==> src/rtl/fb_scan_reader.sv <==
// Frame buffer read-side scan engine: fetches each row's 32-bit words from the RAM,
// shifts them MSB-first into the LED driver chain, then blanks, latches and selects the row.
module fb_scan_reader #(
    parameter int ROW_W    = 3,
    parameter int WORD_W   = 6,
    parameter int CLK_DIV  = 1,
    parameter int HOLD_CYC = 256
) (
    input  logic                    clk_i,
    input  logic                    rst_ni,
    input  logic                    enable_i,
    output logic [ROW_W+WORD_W-1:0] addr_o,
    input  logic [31:0]             data_i,
    output logic                    sclk_o,
    output logic                    sdata_o,
    output logic                    latch_o,
    output logic                    oe_n_o,
    output logic [ROW_W-1:0]        row_o,
    output logic                    frame_done_o
);

    localparam int DIV_W  = (CLK_DIV > 1) ? $clog2(CLK_DIV) : 1;
    localparam int HOLD_W = $clog2(HOLD_CYC + 1);

    localparam logic [ROW_W-1:0]  LAST_ROW  = {ROW_W{1'b1}};
    localparam logic [WORD_W-1:0] LAST_WORD = {WORD_W{1'b1}};
    localparam logic [DIV_W-1:0]  DIV_LAST  = DIV_W'(CLK_DIV - 1);
    localparam logic [HOLD_W-1:0] HOLD_SAT  = HOLD_W'(HOLD_CYC);
    localparam logic [HOLD_W-1:0] HOLD_LAST = HOLD_W'(HOLD_CYC - 1);

    typedef enum logic [2:0] {
        S_IDLE  = 3'd0,
        S_FETCH = 3'd1,
        S_SHIFT = 3'd2,
        S_WAIT  = 3'd3,
        S_BLANK = 3'd4,
        S_LATCH = 3'd5
    } state_t;

    state_t                    r_state;
    logic                      r_fetch_ph;
    logic [ROW_W-1:0]          r_row_ptr;
    logic [WORD_W-1:0]         r_word_ptr;
    logic [4:0]                r_bit_cnt;
    logic [DIV_W-1:0]          r_div_cnt;
    logic [30:0]               r_shreg;
    logic [HOLD_W-1:0]         r_hold_cnt;
    logic                      r_first;
    logic [ROW_W+WORD_W-1:0]   r_addr;
    logic                      r_sclk;
    logic                      r_sdata;
    logic                      r_latch;
    logic                      r_oe_n;
    logic [ROW_W-1:0]          r_row;
    logic                      r_frame_done;

    state_t                    w_state_nxt;
    logic                      w_fetch_ph_nxt;
    logic [ROW_W-1:0]          w_row_ptr_nxt;
    logic [WORD_W-1:0]         w_word_ptr_nxt;
    logic [4:0]                w_bit_cnt_nxt;
    logic [DIV_W-1:0]          w_div_cnt_nxt;
    logic [30:0]               w_shreg_nxt;
    logic [HOLD_W-1:0]         w_hold_cnt_nxt;
    logic                      w_first_nxt;
    logic [ROW_W+WORD_W-1:0]   w_addr_nxt;
    logic                      w_sclk_nxt;
    logic                      w_sdata_nxt;
    logic                      w_latch_nxt;
    logic                      w_oe_n_nxt;
    logic [ROW_W-1:0]          w_row_nxt;
    logic                      w_frame_done_nxt;

    logic [ROW_W-1:0]          w_row_inc;
    logic [WORD_W-1:0]         w_word_inc;

    assign w_row_inc  = r_row_ptr + ROW_W'(1);
    assign w_word_inc = r_word_ptr + WORD_W'(1);

    // Next-state and next-output logic for the scan sequencer
    always_comb begin
        w_state_nxt      = r_state;
        w_fetch_ph_nxt   = r_fetch_ph;
        w_row_ptr_nxt    = r_row_ptr;
        w_word_ptr_nxt   = r_word_ptr;
        w_bit_cnt_nxt    = r_bit_cnt;
        w_div_cnt_nxt    = r_div_cnt;
        w_shreg_nxt      = r_shreg;
        w_first_nxt      = r_first;
        w_addr_nxt       = r_addr;
        w_sclk_nxt       = r_sclk;
        w_sdata_nxt      = r_sdata;
        w_latch_nxt      = 1'b0;
        w_oe_n_nxt       = r_oe_n;
        w_row_nxt        = r_row;
        w_frame_done_nxt = 1'b0;
        // Hold counter measures display time since the last latch and saturates
        w_hold_cnt_nxt   = (r_hold_cnt == HOLD_SAT) ? r_hold_cnt : r_hold_cnt + HOLD_W'(1);

        if (!enable_i) begin
            w_state_nxt    = S_IDLE;
            w_fetch_ph_nxt = 1'b0;
            w_row_ptr_nxt  = '0;
            w_word_ptr_nxt = '0;
            w_bit_cnt_nxt  = 5'd0;
            w_div_cnt_nxt  = '0;
            w_shreg_nxt    = 31'd0;
            w_hold_cnt_nxt = '0;
            w_first_nxt    = 1'b1;
            w_addr_nxt     = '0;
            w_sclk_nxt     = 1'b0;
            w_sdata_nxt    = 1'b0;
            w_oe_n_nxt     = 1'b1;
            w_row_nxt      = '0;
        end else begin
            case (r_state)
                S_IDLE: begin
                    w_state_nxt    = S_FETCH;
                    w_fetch_ph_nxt = 1'b0;
                    w_word_ptr_nxt = '0;
                    w_first_nxt    = 1'b1;
                    w_addr_nxt     = {r_row_ptr, WORD_W'(0)};
                end
                S_FETCH: begin
                    // First cycle lets the RAM register the address; second samples its data
                    if (!r_fetch_ph) begin
                        w_fetch_ph_nxt = 1'b1;
                    end else begin
                        w_fetch_ph_nxt = 1'b0;
                        w_shreg_nxt    = data_i[30:0];
                        w_sdata_nxt    = data_i[31];
                        w_bit_cnt_nxt  = 5'd0;
                        w_div_cnt_nxt  = '0;
                        w_sclk_nxt     = 1'b0;
                        w_state_nxt    = S_SHIFT;
                    end
                end
                S_SHIFT: begin
                    if (r_div_cnt != DIV_LAST) begin
                        w_div_cnt_nxt = r_div_cnt + DIV_W'(1);
                    end else if (!r_sclk) begin
                        w_div_cnt_nxt = '0;
                        w_sclk_nxt    = 1'b1;
                    end else begin
                        w_div_cnt_nxt = '0;
                        w_sclk_nxt    = 1'b0;
                        if (r_bit_cnt != 5'd31) begin
                            w_bit_cnt_nxt = r_bit_cnt + 5'd1;
                            w_sdata_nxt   = r_shreg[30];
                            w_shreg_nxt   = {r_shreg[29:0], 1'b0};
                        end else if (r_word_ptr != LAST_WORD) begin
                            w_word_ptr_nxt = w_word_inc;
                            w_addr_nxt     = {r_row_ptr, w_word_inc};
                            w_state_nxt    = S_FETCH;
                        end else begin
                            w_state_nxt = S_WAIT;
                        end
                    end
                end
                S_WAIT: begin
                    // Exit one cycle early so BLANK lands exactly HOLD_CYC after LATCH
                    if (r_first || (r_hold_cnt >= HOLD_LAST)) begin
                        w_oe_n_nxt  = 1'b1;
                        w_state_nxt = S_BLANK;
                    end else begin
                        w_state_nxt = S_WAIT;
                    end
                end
                S_BLANK: begin
                    w_latch_nxt      = 1'b1;
                    w_row_nxt        = r_row_ptr;
                    w_frame_done_nxt = (r_row_ptr == LAST_ROW);
                    w_hold_cnt_nxt   = '0;
                    w_state_nxt      = S_LATCH;
                end
                S_LATCH: begin
                    w_oe_n_nxt     = 1'b0;
                    w_first_nxt    = 1'b0;
                    w_row_ptr_nxt  = w_row_inc;
                    w_word_ptr_nxt = '0;
                    w_addr_nxt     = {w_row_inc, WORD_W'(0)};
                    w_fetch_ph_nxt = 1'b0;
                    w_state_nxt    = S_FETCH;
                end
                default: begin
                    w_state_nxt = S_IDLE;
                    w_oe_n_nxt  = 1'b1;
                    w_sclk_nxt  = 1'b0;
                end
            endcase
        end
    end

    // Sequencer state register
    always_ff @(posedge clk_i or negedge rst_ni) begin
        if (!rst_ni) begin
            r_state <= S_IDLE;
        end else begin
            r_state <= w_state_nxt;
        end
    end

    // Datapath and output registers
    always_ff @(posedge clk_i or negedge rst_ni) begin
        if (!rst_ni) begin
            r_fetch_ph   <= 1'b0;
            r_row_ptr    <= '0;
            r_word_ptr   <= '0;
            r_bit_cnt    <= 5'd0;
            r_div_cnt    <= '0;
            r_shreg      <= 31'd0;
            r_hold_cnt   <= '0;
            r_first      <= 1'b1;
            r_addr       <= '0;
            r_sclk       <= 1'b0;
            r_sdata      <= 1'b0;
            r_latch      <= 1'b0;
            r_oe_n       <= 1'b1;
            r_row        <= '0;
            r_frame_done <= 1'b0;
        end else begin
            r_fetch_ph   <= w_fetch_ph_nxt;
            r_row_ptr    <= w_row_ptr_nxt;
            r_word_ptr   <= w_word_ptr_nxt;
            r_bit_cnt    <= w_bit_cnt_nxt;
            r_div_cnt    <= w_div_cnt_nxt;
            r_shreg      <= w_shreg_nxt;
            r_hold_cnt   <= w_hold_cnt_nxt;
            r_first      <= w_first_nxt;
            r_addr       <= w_addr_nxt;
            r_sclk       <= w_sclk_nxt;
            r_sdata      <= w_sdata_nxt;
            r_latch      <= w_latch_nxt;
            r_oe_n       <= w_oe_n_nxt;
            r_row        <= w_row_nxt;
            r_frame_done <= w_frame_done_nxt;
        end
    end

    assign addr_o       = r_addr;
    assign sclk_o       = r_sclk;
    assign sdata_o      = r_sdata;
    assign latch_o      = r_latch;
    assign oe_n_o       = r_oe_n;
    assign row_o        = r_row;
    assign frame_done_o = r_frame_done;

endmodule

==> config.mk <==
export PLATFORM = sky130hd
export DESIGN_NAME = fb_scan_reader
export DESIGN_NICKNAME = d
export VERILOG_FILES = /design/src/rtl/fb_scan_reader.sv
export SDC_FILE = /design/constraint.sdc
export NUM_CORES = 1
export LEC_CHECK = 0
export ABC_CLOCK_PERIOD_IN_PS = 3500
export CAP_MARGIN = 20
export CORE_MARGIN = 10
export CORE_UTILIZATION = 58
export CTS_CLUSTER_DIAMETER = 200
export CTS_CLUSTER_SIZE = 20
export DETAILED_ROUTE_END_ITERATION = 6
export GPL_ROUTABILITY_DRIVEN = 0
export PLACE_DENSITY_LB_ADDON = 0.05
export SETUP_SLACK_MARGIN = 0.5
export SLEW_MARGIN = 30
export SYNTH_ARGS = -nofsm -noshare
export SYNTH_HDL_FRONTEND = slang
export SYNTH_SLANG_ARGS = --single-unit
==> constraint.sdc <==
create_clock -name clk_i -period 3.5 [get_ports clk_i]
set_input_delay 0.875 -clock clk_i [delete_from_list [all_inputs] [get_ports clk_i]]
set_output_delay 0.875 -clock clk_i [all_outputs]
set_load 0.05 [all_outputs]
==> summary.txt, run 1 <==
Clock network
  – Post_cts resized: 0
  – Clk Tree Root Cell: sky130_fd_sc_hd__clkbuf_8
  – Maximum number of buffers from clock root to sink: 2
  – H-tree levels: 3
  – Clock-pin slew reported for the worst setup and hold paths after clock tree synthesis: about 0.080 ns
  – Source-to-sink clock delay at the later pin of the worst-skew pair: roughly 0.35 ns
  – Hold Buf Count CTS: 0
  – CTS sink cnt: 76
  – Clock tree from TritonCTS: yes
  – Number of buffers created by CTS: 9
  – Setup bufs post-CTS: 0

Place
  – Worst Setup Slack post-DPL: about 0.55 ns
  – Placed standard-cell area: 4180 um2
  – Count of input and output buffers: 51
  – Cell count after placement: between 400 and 500
  – HPWL after detailed placement: 5180 um

Route
  – Routed wire per std cell: about 16 um
  – Post-DR vias/cell: ~6
  – DRC violation count after routing: 0
  – Pre-Repair DR Iteration Count: 5
  – Count of vias placed by the detailed router: roughly 2900
  – Iteration-0 DRC count of the detailed router: between 100 and 150
  – Number of nets with antenna violations after detailed routing: 0
  – Wire length after detailed routing: 7630 um

Timing
  – Clock tree skew after final layout: approximately 0.0070 ns
  – Hold Violations, Final: 0
  – Worst hold slack: around 0.49 ns
  – RSZ-0062 raised after global routing: false
  – Maximum clock frequency: between 0.3 and 0.4 GHz
  – Fraction of the cycle the final worst path needs: around 75%
  – Period minus WS final: 2.62 ns
  – Worst Tran Pin Value: slightly above 0.8 ns
  – Count of pins over their slew limit: 0
  – Final-layout setup total negative slack: 0 ns
  – Relative slew slack: roughly 46%
  – Final setup fails: 0
  – Setup slack after layout: ~0.88 ns

Synthesis
  – Syn nets: between 400 and 500
  – Average cell area after synthesis: about 10 um2
  – Total number of yosys warnings: 0
  – Number of storage elements in the synthesis netlist: 76
  – Seq/Total Area, Yosys: about 53%
  – Share of flip-flops with an asynchronous set or reset: 100%
  – Total standard cell area after synthesis: between 3000 and 4000 um2
  – Post-synthesis instance total: 365
  – Number of synthesized flops with an enable pin: 0
  – Count of cell types in the netlist: 45
  – Top flip-flop cell by instance count after synthesis: sky130_fd_sc_hd__dfrtp_1

Global routing
  – First-pass GRT wire length: roughly 13000 um
  – Maximum number of pins on one net before global-route repair: 77
  – Initial antenna violation count: 0
  – Global-route usage over all layers: between 15 and 20%
  – Vias in the first global route: between 2000 and 3000
  – Leftover overflow at the end of global routing: 0

Setup path
  – Largest stage delay on the critical path: 0.87 ns
  – Critical path fanouts, max: 8
  – Critical Path, Cell by Cell: clkdlybuf4s50_1
  – Data arrival, critical path: around 1.7 ns
  – Worst Setup End Kind: output pin
  – Critical Path Start Type: flip-flop
  – Startpoint-to-endpoint class of the critical path: flip-flop to output pin
  – Cell with the largest stage delay on the worst path: sky130_fd_sc_hd__clkdlybuf4s50_1
  – Critical path data required time: roughly 2.6 ns
  – Critical path's top delay family: buffers and inverters
  – Crit path buffers/inverters: 1

Finish
  – Non-filler cells in the finished layout: ~500
  – Core occupancy in the finished layout: between 70% and 80%
  – Relative area change from synthesis to final layout: 22.1%
  – Final nets: between 400 and 500
  – Filler cell count in the final layout: 436
  – Fraction of layout cells with a size suffix above 1: roughly 8.5%
  – Post-route design area: around 4400 um2
  – Ant diodes: 0

Power
  – Post-layout power: roughly 2.7 mW
  – Total power density per cell area: just over 600 nW/um2
  – Peak supply drop: ~0.00037 V
  – Leakage power: approximately 2 nW

Floorplanning
  – Die Span X: 99.0 um
  – Standard-cell rows: 28
  – Initial core utilization: roughly three fifths
  – Top-level I/O count: 52
  – Die extent in y: a little under 100 um
  – CORE AREA: around 6000 um2
  – DIE AREA: ~9800 um2

Min path
  – Kind of path behind the tightest hold check: flip-flop to flip-flop

Job
  – Max-cap violations: 0

Outcome
  – Outcome: finished, final reports clean
[flip-flops by register name, indices dropped and copies added, names as in the netlist]
signal / flops
sclk_o: 1
row_o: 3
r_shreg: 31
r_row_ptr: 3
r_word_ptr: 6
latch_o: 1
frame_done_o: 1
r_bit_cnt: 5
sdata_o: 1
addr_o: 9
r_fetch_ph: 1
oe_n_o: 1
r_hold_cnt: 9
r_state: 3
r_first: 1
[power breakdown]
group          leakage [nW]  internal (mW)  switching [mW]
clock network         0.116          0.490           0.314
logic                 0.832          0.284           0.410
registers              1.02           1.07           0.172
total                  1.97           1.84           0.896
[metal layers]
layer | vias to the layer above | part of all wire [%] | routed length (um) | GRT usage, %
met1 | 1381 | 44 | 3330 | 19.2
met4 | 0 | 1.9 | 143 | 7.39
met2 | 72 | 49 | 3720 | 24.7
met5 | - | 0 | 0 | 0
met3 | 14 | 5.6 | 431 | 4.12
li1 | 1392 | - | - | -
[synth_stat cells (5+ instances only)]
master	count	area share [%]
sky130_fd_sc_hd__nand2_1	46	4.8
sky130_fd_sc_hd__and3_1	6	1.0
sky130_fd_sc_hd__buf_2	13	1.8
sky130_fd_sc_hd__a21oi_1	10	1.4
sky130_fd_sc_hd__a21o_1	8	1.7
sky130_fd_sc_hd__mux2_2	6	1.9
sky130_fd_sc_hd__mux2i_1	8	2.2
sky130_fd_sc_hd__ha_1	8	2.8
sky130_fd_sc_hd__xnor2_1	7	1.7
sky130_fd_sc_hd__inv_1	8	0.83
sky130_fd_sc_hd__o21ai_1	19	2.6
sky130_fd_sc_hd__a22oi_1	31	6.4
sky130_fd_sc_hd__nor2_1	28	2.9
sky130_fd_sc_hd__nand2b_1	5	0.86
sky130_fd_sc_hd__dfrtp_1	74	51
sky130_fd_sc_hd__clkbuf_1	9	0.93
sky130_fd_sc_hd__nand3_1	8	1.1
sky130_fd_sc_hd__o21ai_0	25	3.5
[cell type report]
cell class	count	area, um2	area share, %
well taps	75	93.8	2.12
inverters	9	33.8	0.764
clock buffers	11	141	3.20
multi-input cells	257	1580	35.8
flip-flops and latches	76	1900	43.0
clock inverters	4	97.6	2.21
repair buffers	57	569	12.9
[worst paths after layout]
| path | from | to | slack (ns) | cells past startpoint |
|---|---|---|---|---|
| setup / recovery | sclk_o$_DFFE_PN0P_ | sclk_o | 0.88 | 1 |
| hold / removal | r_bit_cnt[3]$_DFFE_PN0P_ | r_bit_cnt[3]$_DFFE_PN0P_ | 0.49 | 1 |
| setup reg to reg | r_bit_cnt[0]$_DFFE_PN0P_ | r_shreg[10]$_DFFE_PN0P_ | 1.01 | 7 |
| hold reg to reg | r_bit_cnt[3]$_DFFE_PN0P_ | r_bit_cnt[3]$_DFFE_PN0P_ | 0.49 | 1 |
| max in group asynchronous | rst_ni | r_bit_cnt[0]$_DFFE_PN0P_ | 2.50 | 1 |
| min in group asynchronous | rst_ni | r_hold_cnt[2]$_DFFE_PN0P_ | 0.53 | 1 |
[cell usage in the layout (no fill, tap or decap), types with 5 or more instances in the layout]
master / n
sky130_fd_sc_hd__dfrtp_1: 74
sky130_fd_sc_hd__clkdlybuf4s50_1: 50
sky130_fd_sc_hd__nand2_1: 46
sky130_fd_sc_hd__a22oi_1: 31
sky130_fd_sc_hd__nor2_1: 28
sky130_fd_sc_hd__o21ai_0: 25
sky130_fd_sc_hd__o21ai_1: 19
sky130_fd_sc_hd__clkbuf_8: 10
sky130_fd_sc_hd__a21oi_1: 9
sky130_fd_sc_hd__inv_1: 8
sky130_fd_sc_hd__nand3_1: 8
sky130_fd_sc_hd__mux2i_1: 8
sky130_fd_sc_hd__a21o_1: 8
sky130_fd_sc_hd__ha_1: 8
sky130_fd_sc_hd__xnor2_1: 7
sky130_fd_sc_hd__and3_1: 6
sky130_fd_sc_hd__mux2_2: 6
sky130_fd_sc_hd__nand2b_1: 5
sky130_fd_sc_hd__buf_4: 5
[cell families after synthesis]
kind of cell | synth area share (%)
adders and majority gates | 2.76
and+or+nand+nor | 15.3
muxes | 4.07
AOI/OAI and AO/OA | 19.1
xor gates and xnor gates | 2.42
buffers and inverters | 3.87
DFF | 52.6
(Power assumes the default switching activity.)
==> run 2: changes to the inputs <==
- ABC_CLOCK_PERIOD_IN_PS: 3500 -> 2700
- CORE_UTILIZATION: 58 -> 54
- clock period: 3.5 -> 2.7 ns (I/O delays scaled with it)
==> summary.txt, run 2 (synthesis gave the netlist of run 1 again) <==
Finish
  – Final nets: ~480
  – Max reg flops: 31
  – Top library cells by usage in the layout, fill and taps aside: sky130_fd_sc_hd__dfrtp_1, sky130_fd_sc_hd__clkdlybuf4s50_1, sky130_fd_sc_hd__a22oi_1, sky130_fd_sc_hd__nand2_1, sky130_fd_sc_hd__nor2_1
  – Leading cell type in the layout, fill and taps excluded: sky130_fd_sc_hd__dfrtp_1
  – Filler cell count in the final layout: slightly above 400
  – Relative area change from synthesis to final layout: 40.8%
  – Ant diodes: 0
  – Register name with the most flops: r_shreg
  – Post-route design area: 5100 um2
  – Fraction of layout cells with a size suffix above 1: 25.3%

Route
  – Iteration-0 DRC count of the detailed router: 342
  – DR WL met2: about 5300 um
  – Routed wire per std cell: approximately 21 um
  – Post-DR vias/cell: approximately 6.2
  – Routed met1 length: 4290 um
  – Wire length after detailed routing: 10600 um
  – Uppermost layer routed: met4
  – Total met3 wirelength after detailed routing: ~670 um
  – Pre-Repair DR Iteration Count: 4
  – Number of nets with antenna violations after detailed routing: 0
  – Count of vias placed by the detailed router: roughly 3200
  – DRC violation count after routing: 0

Timing
  – Clock tree skew after final layout: 0.0123 ns
  – Hold Violations, Final: 0
  – RSZ-0062 raised after global routing: true
  – Period minus WS final: about 2.4 ns
  – Final-layout setup total negative slack: 0 ns
  – Relative slew slack: 58.9%
  – Maximum clock frequency: approximately 0.42 GHz
  – Final setup fails: 0
  – Count of pins over their slew limit: 0
  – Fraction of the cycle the final worst path needs: between 80 and 90%
  – Worst Tran Pin Value: between 0.6 and 0.7 ns

Place
  – Placed standard-cell area: ~4200 um2
  – HPWL after detailed placement: roughly 5200 um
  – Count of input and output buffers: 51

Setup path
  – Critical path data required time: just under 3 ns
  – Largest stage delay on the critical path: roughly 0.5 ns
  – Cell with the largest stage delay on the worst path: sky130_fd_sc_hd__or4b_4
  – Critical Path, Cell by Cell: ha_2, and3_4, ha_4, or4b_4, and3_1, o21ai_0, o31ai_2
  – Critical path fanouts, max: 3
  – Startpoint-to-endpoint class of the critical path: flip-flop to flip-flop
  – Worst Setup End Kind: flip-flop
  – Critical Path Start Type: flip-flop
  – Data arrival, critical path: 2.62 ns

Outcome
  – Outcome: finished, final reports clean

Clock network
  – CTS sink cnt: between 70 and 80
  – Number of buffers created by CTS: 9
  – Clock tree from TritonCTS: yes
  – H-tree levels: 3
  – Clk Tree Root Cell: sky130_fd_sc_hd__clkbuf_8
  – Hold Buf Count CTS: 0
  – Source-to-sink clock delay at the later pin of the worst-skew pair: between 0.3 and 0.4 ns
  – Maximum number of buffers from clock root to sink: 2
  – Clock-pin slew reported for the worst setup and hold paths after clock tree synthesis: about 0.07 ns

Global routing
  – Maximum number of pins on one net before global-route repair: 47
  – Leftover overflow at the end of global routing: 0
  – Initial antenna violation count: 0
  – Global-route usage over all layers: 18.5%
  – Vias in the first global route: 3123
  – First-pass GRT wire length: ~15000 um

Power
  – Peak supply drop: approximately 0.00046 V
  – Total power density per cell area: slightly below 900 nW/um2
  – Leakage power: around 2.5 nW

Min path
  – Kind of path behind the tightest hold check: input port to asynchronous set/reset pin

Floorplanning
  – Initial core utilization: a little under three fifths
  – DIE AREA: between 10000 and 15000 um2
  – CORE AREA: about 6400 um2
  – Top-level I/O count: between 50 and 60
  – Die extent in y: about 100 um
  – Die Span X: 102 um
  – Standard-cell rows: 29

Job
  – Max-cap violations: 0
-- run 2: worst paths after layout --
path	slack [ns]	start	cells past startpoint	endpoint
min in group clk_i	0.48	sdata_o$_DFFE_PN0P_	2	sdata_o$_DFFE_PN0P_
setup / recovery	0.29	r_bit_cnt[0]$_DFFE_PN0P_	7	r_bit_cnt[2]$_DFFE_PN0P_
hold reg to reg	0.48	sdata_o$_DFFE_PN0P_	2	sdata_o$_DFFE_PN0P_
max in group asynchronous	1.73	rst_ni	2	r_first$_DFFE_PN1P_
setup reg to reg	0.29	r_bit_cnt[0]$_DFFE_PN0P_	7	r_bit_cnt[2]$_DFFE_PN0P_
hold / removal	0.32	rst_ni	1	r_hold_cnt[0]$_DFFE_PN0P_
-- run 2: area by class of cell --
type / instances / area [um2] / area share [%]
Inverter: 9 / 33.8 / 0.662
Clock buffer: 12 / 155 / 3.04
Sequential cell: 76 / 1910 / 37.3
Multi-Input combinational cell: 257 / 1840 / 36.0
Tap cell: 77 / 96.3 / 1.89
Timing Repair Buffer: 80 / 980 / 19.2
Clock inverter: 4 / 95.1 / 1.86
-- run 2: critical path: cells and delay by family (launching register included) --
kind | cells | cell delay (ns)
DFF | 1 | 0.40
and+or+nand+nor | 3 | 0.93
AOI/OAI and AO/OA | 2 | 0.58
adders and majority gates | 2 | 0.36
-- run 2: metal layers --
metal  up-vias  GRT usage, %
li1       1448             -
met1      1612          23.8
met2       112          29.5
met3        29          4.59
met4         0          7.70
met5         -             0
-- run 2: timing repair --
| action | CTS | global route |
|---|---|---|
| setup endpoints to repair | 44 | 51 |
| setup buffers | 6 | 3 |
| gates cloned | 6 | 5 |
| pin swaps | 7 | 25 |
| resized for setup | 37 | 68 |
-- run 2: through the flow --
stage	hold slack, ns	utilization [%]	cells	setup WS (ns)	total power [mW]
2_1_floorplan	0.379	-	365	0.503	2.24
3_3_place_gp	0.461	66.0	479	0.232	2.48
3_5_place_dp	0.468	66.0	479	0.200	2.52
4_1_cts	0.344	74.2	507	0.447	3.98
5_1_grt	0.362	79.4	515	0.283	4.62
6_report	0.322	79.4	515	0.292	4.43
-- run 2: power by group --
part	leakage [nW]	total (mW)	internal [mW]	switching (mW)
clock network	0.127	1.09	0.664	0.429
logic	1.35	1.68	0.820	0.864
registers	1.02	1.66	1.38	0.275
total	2.50	4.43	2.87	1.57
==> run 3: changes to the inputs <==
- GPL_ROUTABILITY_DRIVEN: 0 -> 1
- SETUP_SLACK_MARGIN: 0.5 -> 0.3
==> summary.txt, run 3 (synthesis gave the netlist of run 1 again) <==
Timing
  – Fraction of the cycle the final worst path needs: 85.7%
  – Clock tree skew after final layout: about 0.0095 ns
  – Final-layout setup total negative slack: 0 ns
  – Relative slew slack: between 60 and 70%
  – Hold Violations, Final: 0
  – Maximum clock frequency: about 0.43 GHz
  – Worst Tran Pin Value: between 0.5 and 0.6 ns
  – Period minus WS final: between 2 and 2.5 ns
  – Final setup fails: 0
  – Setup slack after layout: about 0.39 ns
  – RSZ-0062 raised after global routing: false
  – Count of pins over their slew limit: 0

Global routing
  – Maximum number of pins on one net before global-route repair: 71
  – Vias in the first global route: 2842
  – Leftover overflow at the end of global routing: 0
  – Initial antenna violation count: 0
  – First-pass GRT wire length: 13000 um
  – Global-route usage over all layers: roughly 15%

Setup path
  – Critical path data required time: 2.92 ns
  – Worst reg-to-reg path cell count: 7
  – Reg2reg setup slack: between 0.3 and 0.4 ns
  – Destination of the worst register-to-register timing path: r_bit_cnt[0]$_DFFE_PN0P_
  – Critical Path Start Type: flip-flop
  – Data arrival, critical path: 2.54 ns
  – Startpoint-to-endpoint class of the critical path: flip-flop to flip-flop
  – Critical path fanouts, max: 35
  – Worst Setup End Kind: flip-flop
  – Startpoint of the lowest-slack register-to-register path: r_bit_cnt[0]$_DFFE_PN0P_

Clock network
  – Maximum number of buffers from clock root to sink: 2
  – H-tree levels: 3
  – Number of buffers created by CTS: 9
  – Clock-pin slew reported for the worst setup and hold paths after clock tree synthesis: about 0.080 ns
  – CTS sink cnt: 76
  – Clk Tree Root Cell: sky130_fd_sc_hd__clkbuf_8
  – Hold Buf Count CTS: 0
  – Source-to-sink clock delay at the later pin of the worst-skew pair: approximately 0.33 ns
  – Clock tree from TritonCTS: yes

Power
  – Total power density per cell area: slightly below 800 nW/um2
  – Net load switching power: about 1.2 mW
  – Internal Power: between 2 and 2.5 mW
  – Clock network fraction of total power: between 20% and 30%
  – Peak supply drop: ~0.00045 V
  – Leakage power: just over 2 nW
  – Comb power frac: 28.1%
  – Sequential group share of total power: 44.9%
  – Share of total power consumed by net switching: ~33%

Floorplanning
  – DIE AREA: a little over 10000 um2
  – Die extent in y: 102 um
  – CORE AREA: 6420 um2
  – Standard-cell rows: 29
  – Die Span X: slightly above 100 um
  – Top-level I/O count: 52
  – Initial core utilization: approximately 56%

Finish
  – Fraction of layout cells with a size suffix above 1: approximately a tenth
  – Top library cells by usage in the layout, fill and taps aside: sky130_fd_sc_hd__dfrtp_1, sky130_fd_sc_hd__clkdlybuf4s50_1, sky130_fd_sc_hd__nand2_1, sky130_fd_sc_hd__a22oi_1, sky130_fd_sc_hd__nor2_1
  – Leading cell type in the layout, fill and taps excluded: sky130_fd_sc_hd__dfrtp_1
  – Ant diodes: 0
  – Max reg flops: 31
  – Register name with the most flops: r_shreg
  – Final nets: 460
  – Relative area change from synthesis to final layout: 23.9%

Route
  – Routed wire per std cell: 15.8 um
  – DRC violation count after routing: 0
  – Count of vias placed by the detailed router: around 2800
  – Wire length after detailed routing: between 7000 and 8000 um
  – Iteration-0 DRC count of the detailed router: approximately 150
  – Post-DR vias/cell: around 5.7
  – Number of nets with antenna violations after detailed routing: 0
  – Pre-Repair DR Iteration Count: 4

Job
  – Max-cap violations: 0

Place
  – Count of input and output buffers: about 50
  – HPWL after detailed placement: 5320 um
  – Final GP Congestion: approximately 0.86
  – Worst Setup Slack post-DPL: 0.305 ns

Outcome
  – Outcome: finished, final reports clean

Min path
  – Kind of path behind the tightest hold check: input port to asynchronous set/reset pin
run 3: cell count changes in the layout (fill, tap and decap cells not counted), sizes merged:
cell           before  now
dlygate4sd2         9    0
bufinv              3    2
buf                26   13
dlymetal6s2s        8    2
clkdlybuf4s50      33   48
clkinv              2    3
clkbuf             16   12
run 3: critical path, cell delays in order (launching register included):
cell and delay (ns):
sky130_fd_sc_hd__dfrtp_1 0.40, sky130_fd_sc_hd__ha_1 0.23, sky130_fd_sc_hd__and3_1 0.19, sky130_fd_sc_hd__ha_1 0.22, sky130_fd_sc_hd__or4b_4 0.49, sky130_fd_sc_hd__a32o_2 0.33, sky130_fd_sc_hd__buf_12 0.18, sky130_fd_sc_hd__a21o_1 0.18
run 3: layout make-up:
class,instances,area [um2]
sequential,76,1900
timing repair buffer,64,653
multi-input combinational,257,1590
fill,518,1930
clock inverter,4,73.8
clock buffer,11,141
inverter,9,33.8
tap,77,96.3
run 3: worst max path at each step:
stage / depth (start not counted) / end / startpoint
after floorplan: 8 / r_bit_cnt[0]$_DFFE_PN0P_ / r_bit_cnt[0]$_DFFE_PN0P_
after global placement: 7 / r_shreg[9]$_DFFE_PN0P_ / enable_i
after detailed placement: 7 / r_shreg[9]$_DFFE_PN0P_ / enable_i
after CTS: 1 / sclk_o / sclk_o$_DFFE_PN0P_
after global routing: 8 / r_shreg[22]$_DFFE_PN0P_ / r_bit_cnt[0]$_DFFE_PN0P_
final: 7 / r_bit_cnt[0]$_DFFE_PN0P_ / r_bit_cnt[0]$_DFFE_PN0P_
run 3: power groups by stage:
stage          clock (mW)  combinational [mW]  sequential, mW
4_1_cts             0.968               0.933            1.57
2_1_floorplan           0               0.656            1.57
3_5_place_dp            0               0.932            1.59
6_report            0.941               0.982            1.57
5_1_grt              1.01                1.10            1.60
3_3_place_gp            0               0.907            1.58
run 3: per-layer routing:
layer / GRT usage, % / vias up / wire length, um
met3: 4.45 / 4 / 399
met2: 24.9 / 47 / 3810
met5: 0 / - / 0
li1: - / 1405 / -
met4: 4.77 / 0 / 47
met1: 18.9 / 1384 / 3610
run 3: stage by stage:
stage / cells / total power [mW] / hold slack [ns] / cell area, um2 / util (%)
2_1_floorplan: 365 / 2.22 / 0.379 / 3620 / -
3_3_place_gp: 481 / 2.48 / 0.462 / 4230 / 65.9
3_5_place_dp: 481 / 2.52 / 0.468 / 4230 / 65.9
4_1_cts: 496 / 3.47 / 0.285 / 4450 / 69.3
5_1_grt: 498 / 3.71 / 0.302 / 4490 / 69.9
6_report: 498 / 3.49 / 0.281 / 4490 / 69.9
run 3: what timing repair did:
| item | CTS | global route |
|---|---|---|
| buffers inserted | 0 | 1 |
| gates resized for setup | 0 | 3 |
| endpoints found under the hold margin | 0 | 0 |
| setup endpoints to repair | 0 | 37 |
==> patch 1, RTL diff (settings of run 1) <==
Register the output `addr_o` once more, with the module's reset; this adds one clock of latency there. The other outputs are not delayed to match.
--- a/src/rtl/fb_scan_reader.sv
+++ b/src/rtl/fb_scan_reader.sv
@@ -237,7 +237,13 @@
         end
     end
 
-    assign addr_o       = r_addr;
+    always_ff @(posedge clk_i or negedge rst_ni) begin
+        if (!rst_ni) begin
+            addr_o <= '0;
+        end else begin
+            addr_o <= r_addr;
+        end
+    end
     assign sclk_o       = r_sclk;
     assign sdata_o      = r_sdata;
     assign latch_o      = r_latch;
Behaviour: no difference found for any inputs over 10 cycles, from zero or initial values and one cycle with rst_ni low; that may be too few to reach the edited logic, so the function may still have changed.
==> patch 1 against run 1 <==
Die area is 12% higher; sequential share of layout area increased by 0.44 points; count of clock-buffer cells in the layout shrank 2; design area up 11%; sequential cell count is 9 higher; power fell by 2.8%; clock skew up 0.0024 ns; wire length is 5.2% higher; setup slack got worse by 0.038 ns; area after synthesis increased by 15%; critical path depth is the same.
==> patch 1: results (changes against run 1) <==
outcome: "finished clean"
holdPathEnd: "addr_o[5]"
path_clk_slew_ns: 0.10  # +0.02 ns
final.setup.tns_ns: 0  # unchanged
maxSlewHeadroom_pct: 50.5  # +4.5 points
dr_wl_met2_um: 3780  # +1.4%
filler_cell_count: 549  # +26%
cts_setup_buffers: 0  # unchanged
reg2reg_start: "r_bit_cnt[0]"
crit-reg2reg-capture: "r_shreg[6]"
dp_cells: 462  # -2.5%
number_of_antenna_cells_inserted: 0  # unchanged
hold_path_depth: 0  # -1
p_leak_uw: 0.00238  # +21%
max_stage_delay_ns: 0.87  # about the same
hold_class: "reg2reg"
first_global_vias: 2718  # -2.4%
highest_layer: "met4"
count_of_unique_library_cells_instantiated_by_yosys: 58  # +29%
place.detailed.hpwl_um: 5350  # +3.4%
clk_path_buf_depth: 2  # unchanged
port-buffer-count: 51  # unchanged
clk_latency_ns: 0.37  # +0.02 ns
worstPathMaxFanout: 9  # +1
most_numerous_cell_types_in_the_synthesized_netlist: "dfrtp_1 (83), a22o_1 (33), mux2_4 (30)"
worst_path_max_delay_cell: "clkdlybuf4s50_1"
finalWirelength_um: 8020  # +5.2%
postSynth.asyncResetShare_pct: 100  # unchanged
final_cell_count_no_fill: 478  # -2.2%
worstRegToRegCells: 7  # unchanged
detail_route.vias_per_cell: 5.63  # -3.7%
grt_first_pass_wirelength_um: 13600  # +6.3%
cp.arrival_ns: 1.78  # +0.04 ns
dr.first_iter.drc_count: 134  # -2.9%
grt_start_max_net_pins: 86  # +12%
synth-edff-count: 0  # unchanged
clock-skew-final_ns: 0.00942  # +0.00238 ns
mappedNetlistNets: 374  # -8.3%
synth_sequential_area_ratio_pct: 51.0  # -1.6 points
net_count_of_the_finished_layout: 420  # -7.3%
synthesis.instances: 331  # -9.3%
wl_met1_um: 3790  # +14%
max_flop_register: "r_shreg"
worst-r2r-setup-slack_ns: 1.11  # +0.10 ns
peakVddDrop_mv: 0.320  # -13%
routed-wl-met3_um: 380  # -12%
grt_use_total_pct: 14.9  # -0.65 points
placement.setup.worst_slack_ns: 0.761  # +0.213 ns
clock_tree.root_cell: "clkbuf_8"
firstDrtPassIters: 4  # -1
netlist_top_cells_area: "dfrtp_1 (50%), mux2_4 (11%), a22o_1 (6.9%)"
antenna_violations_before_repair: 0  # unchanged
min-delay-start: "r_addr[5]"
layout-drive-gt1-share_pct: 17.5  # +9.1 points
## patch 1: kinds of logic after synthesis
family | after synthesis | synth area share, %
XOR/XNOR | 10 | 2.10
AND/OR/NAND/NOR | 80 | 11.4
buffers and inverters | 29 | 4.79
AO/OA/AOI/OAI | 79 | 15.0
flip-flops | 85 | 51.0
multiplexers | 40 | 13.3
adder cells (fa/ha/maj) | 8 | 2.40
## patch 1: power by group
group / internal [uW] / switching (uW) / total [uW]
Clock: 283 / 411 / 694
Combinational: 377 / 323 / 700
Sequential: 1120 / 149 / 1260
## patch 1: cell type report
class / instances / area [sq um] / share of cell area [%]
repair buffers: 56 / 562 / 11.5
clock inverters: 7 / 73.8 / 1.51
multi-input cells: 217 / 1860 / 37.9
flip-flops and latches: 85 / 2130 / 43.5
clock buffers: 9 / 124 / 2.53
well taps: 96 / 120 / 2.45
inverters: 8 / 30.0 / 0.613
## patch 1: through the flow
step                hold slack [ns]  area (sq um)
floorplan                     0.350          4180
global placement              0.362          4700
detailed placement            0.364          4700
CTS                           0.388          4900
global route                  0.399          4900
finish                        0.387          4900
## patch 1: routing by layer
layer / GRT usage, % / up-vias
li1: - / 1294
met1: 20.1 / 1342
met2: 22.3 / 48
met3: 5.53 / 6
met4: 3.53 / 0
met5: 0 / -
## patch 1: worst max-delay path by stage
stage | to | slack, ns | cells after the start | from
floorplan | r_shreg[10] | 1.35 | 8 | r_bit_cnt[0]
global placement | r_bit_cnt[0] | 0.82 | 5 | enable_i
detailed placement | r_bit_cnt[0] | 0.76 | 5 | enable_i
CTS | sclk_o | 0.82 | 1 | sclk_o
global route | sclk_o | 0.79 | 1 | sclk_o
finish | sclk_o | 0.84 | 1 | sclk_o
==> patch 2, RTL diff (flow settings as in run 1) <==
Made on the original files. Change the parameter `WORD_W` from 6 to 12.
--- a/src/rtl/fb_scan_reader.sv
+++ b/src/rtl/fb_scan_reader.sv
@@ -2,7 +2,7 @@
 // shifts them MSB-first into the LED driver chain, then blanks, latches and selects the row.
 module fb_scan_reader #(
     parameter int ROW_W    = 3,
-    parameter int WORD_W   = 6,
+    parameter int WORD_W   = 12,
     parameter int CLK_DIV  = 1,
     parameter int HOLD_CYC = 256
 ) (
Ports: changed (resized addr_o); port bits go from 52 to 58. No check against the original RTL was run, so the function may have changed too.
==> patch 2 against run 1 <==
Critical path type is now reg2reg; highest routed layer unchanged; wire length up 29%; fmax grew 1.8%; clock power fell by 17%; sequential share of layout area fell by 0.88 points; power increased by 1.8%; synthesized cell count grew 20%; area after synthesis up 22%; sequential cell count rose by 12; utilization decreased by 2.5 points; design area up 18%; setup slack better by 0.046 ns; register-to-register slack worse by 0.08 ns.
==> patch 2: results (changes against run 1) <==
outcome: "finished clean"
routed-via-count: 3571  # +25%
worst_path_max_delay_cell: "or4_1"
total_switching_power_uw: 994  # +11%
net_count_of_the_finished_layout: 527  # +16%
most_numerous_cell_types_in_the_synthesized_netlist: "dfrtp_1 (86), o21ai_0 (49), nand3_1 (47)"
clock_area_share_pct: 3.33  # -2.1 points
final_routed_wire_length_divided_by_cell_count_um: 16.8  # +7.9%
count_of_unique_library_cells_instantiated_by_yosys: 56  # +24%
mappedNetlistNets: 482  # +18%
filler_cell_count: 557  # +28%
critical_path.top_delay_family: "simple AND/OR/NAND/NOR gates"
multi_input_gates: 304  # +18%
clock-skew-final_ns: 0.0128  # +0.00577 ns
netlist_top_cells_area: "dfrtp_1 (48%), o21ai_0 (5.5%), nand3_1 (5.3%)"
synth.avg_cell_area_sq_um: 10.1  # +1.8%
port-buffer-count: 57  # +12%
p_leak_uw: 0.00220  # +12%
bufAreaShareNonClock_pct: 12.1  # -0.81 points
finalWirelength_um: 9870  # +29%
grt_first_pass_wirelength_um: 16700  # +30%
number_of_antenna_cells_inserted: 0  # unchanged
cp.arrival_ns: 2.82  # +1.08 ns
clkSinkCount: 88  # +16%
peakVddDrop_mv: 0.321  # -13%
worstPathMaxFanout: 16  # +8
flow.area_growth_from_synthesis_pct: 17.8
first_global_vias: 3490  # +25%
synth_sequential_area_ratio_pct: 49.7  # -2.9 points
cts_max_level: 3  # unchanged
place_area_sq_mm: 0.00505  # +21%
dr.first_iter.drc_count: 241  # +75%
multiInputGateArea_sq_mm: 0.00204  # +29%
grt_start_max_net_pins: 47  # -39%
place.detailed.hpwl_um: 6630  # +28%
total_clock_buffers_created_by_cts: 9  # unchanged
path_clk_slew_ns: 0.08  # about the same
die_x_um: 107  # +8.5%
layout-drive-gt1-share_pct: 7.60  # -0.86 points
num-nonclk-buffers: 66  # +16%
placement.setup.worst_slack_ns: 0.801  # +0.254 ns
dp_cells: 572  # +21%
synth_warnings: 0  # unchanged
max_stage_delay_ns: 0.76  # -0.11 ns
timing_worst_slew_pin_value_ns: 0.759  # -0.0452 ns
proportion_of_cell_area_occupied_by_registers_pct: 42.2  # -0.88 points
final.signal_inverter_count: 15  # +6
clk_path_buf_depth: 2  # unchanged
grt_use_total_pct: 17.4  # +1.9 points
patch 2: changes by cell type after synthesis, sizes merged, moves of 4 or more:
| cell | run 1 | this run |
|---|---|---|
| inv | 8 | 15 |
| o211ai | 1 | 9 |
| nand3 | 8 | 47 |
| o21ai | 44 | 50 |
| nor2 | 28 | 21 |
| dfrtp | 74 | 86 |
| buf | 14 | 9 |
| clkbuf | 9 | 23 |
| a21o | 8 | 2 |
| o2bb2ai | 0 | 4 |
| nor4 | 1 | 6 |
| a22o | 0 | 11 |
| nand2 | 46 | 17 |
patch 2: final timing paths:
check | slack [ns] | endpoint | start | depth (start not counted)
worst min-delay path | 0.49 | addr_o[0] | addr_o[0] | 1
min in group asynchronous | 0.52 | r_word_ptr[10] | rst_ni | 1
worst max register to register | 0.93 | addr_o[6] | r_word_ptr[0] | 5
worst min register to register | 0.49 | addr_o[0] | addr_o[0] | 1
worst max-delay path | 0.93 | addr_o[6] | r_word_ptr[0] | 5
max in group asynchronous | 2.19 | oe_n_o | rst_ni | 2
patch 2: layer usage:
layer	track usage (%)	up-vias	part of all wire (%)
li1	-	1718	-
met1	22.3	1765	45
met2	28.9	79	49
met3	4.31	9	5.1
met4	4.39	0	0.96
met5	0	-	0
patch 2: logic make-up (layout without fill, tap and decap cells):
logic type	count (synthesis)	after routing	synth area share, %
multiplexers	12	12	2.88
AND/OR/NAND/NOR	128	128	16.0
AO/OA/AOI/OAI	141	141	21.4
adder cells (fa/ha/maj)	8	8	2.26
flip-flops	88	88	49.7
buffers and inverters	47	95	4.85
XOR/XNOR	15	15	2.96
patch 2: power groups by stage:
stage	clock [uW]	combinational (uW)	sequential, uW
after detailed placement	0	811	1320
after floorplan	0	612	1300
final	664	814	1310
after global placement	0	797	1310
after global routing	722	895	1330
after CTS	672	816	1300
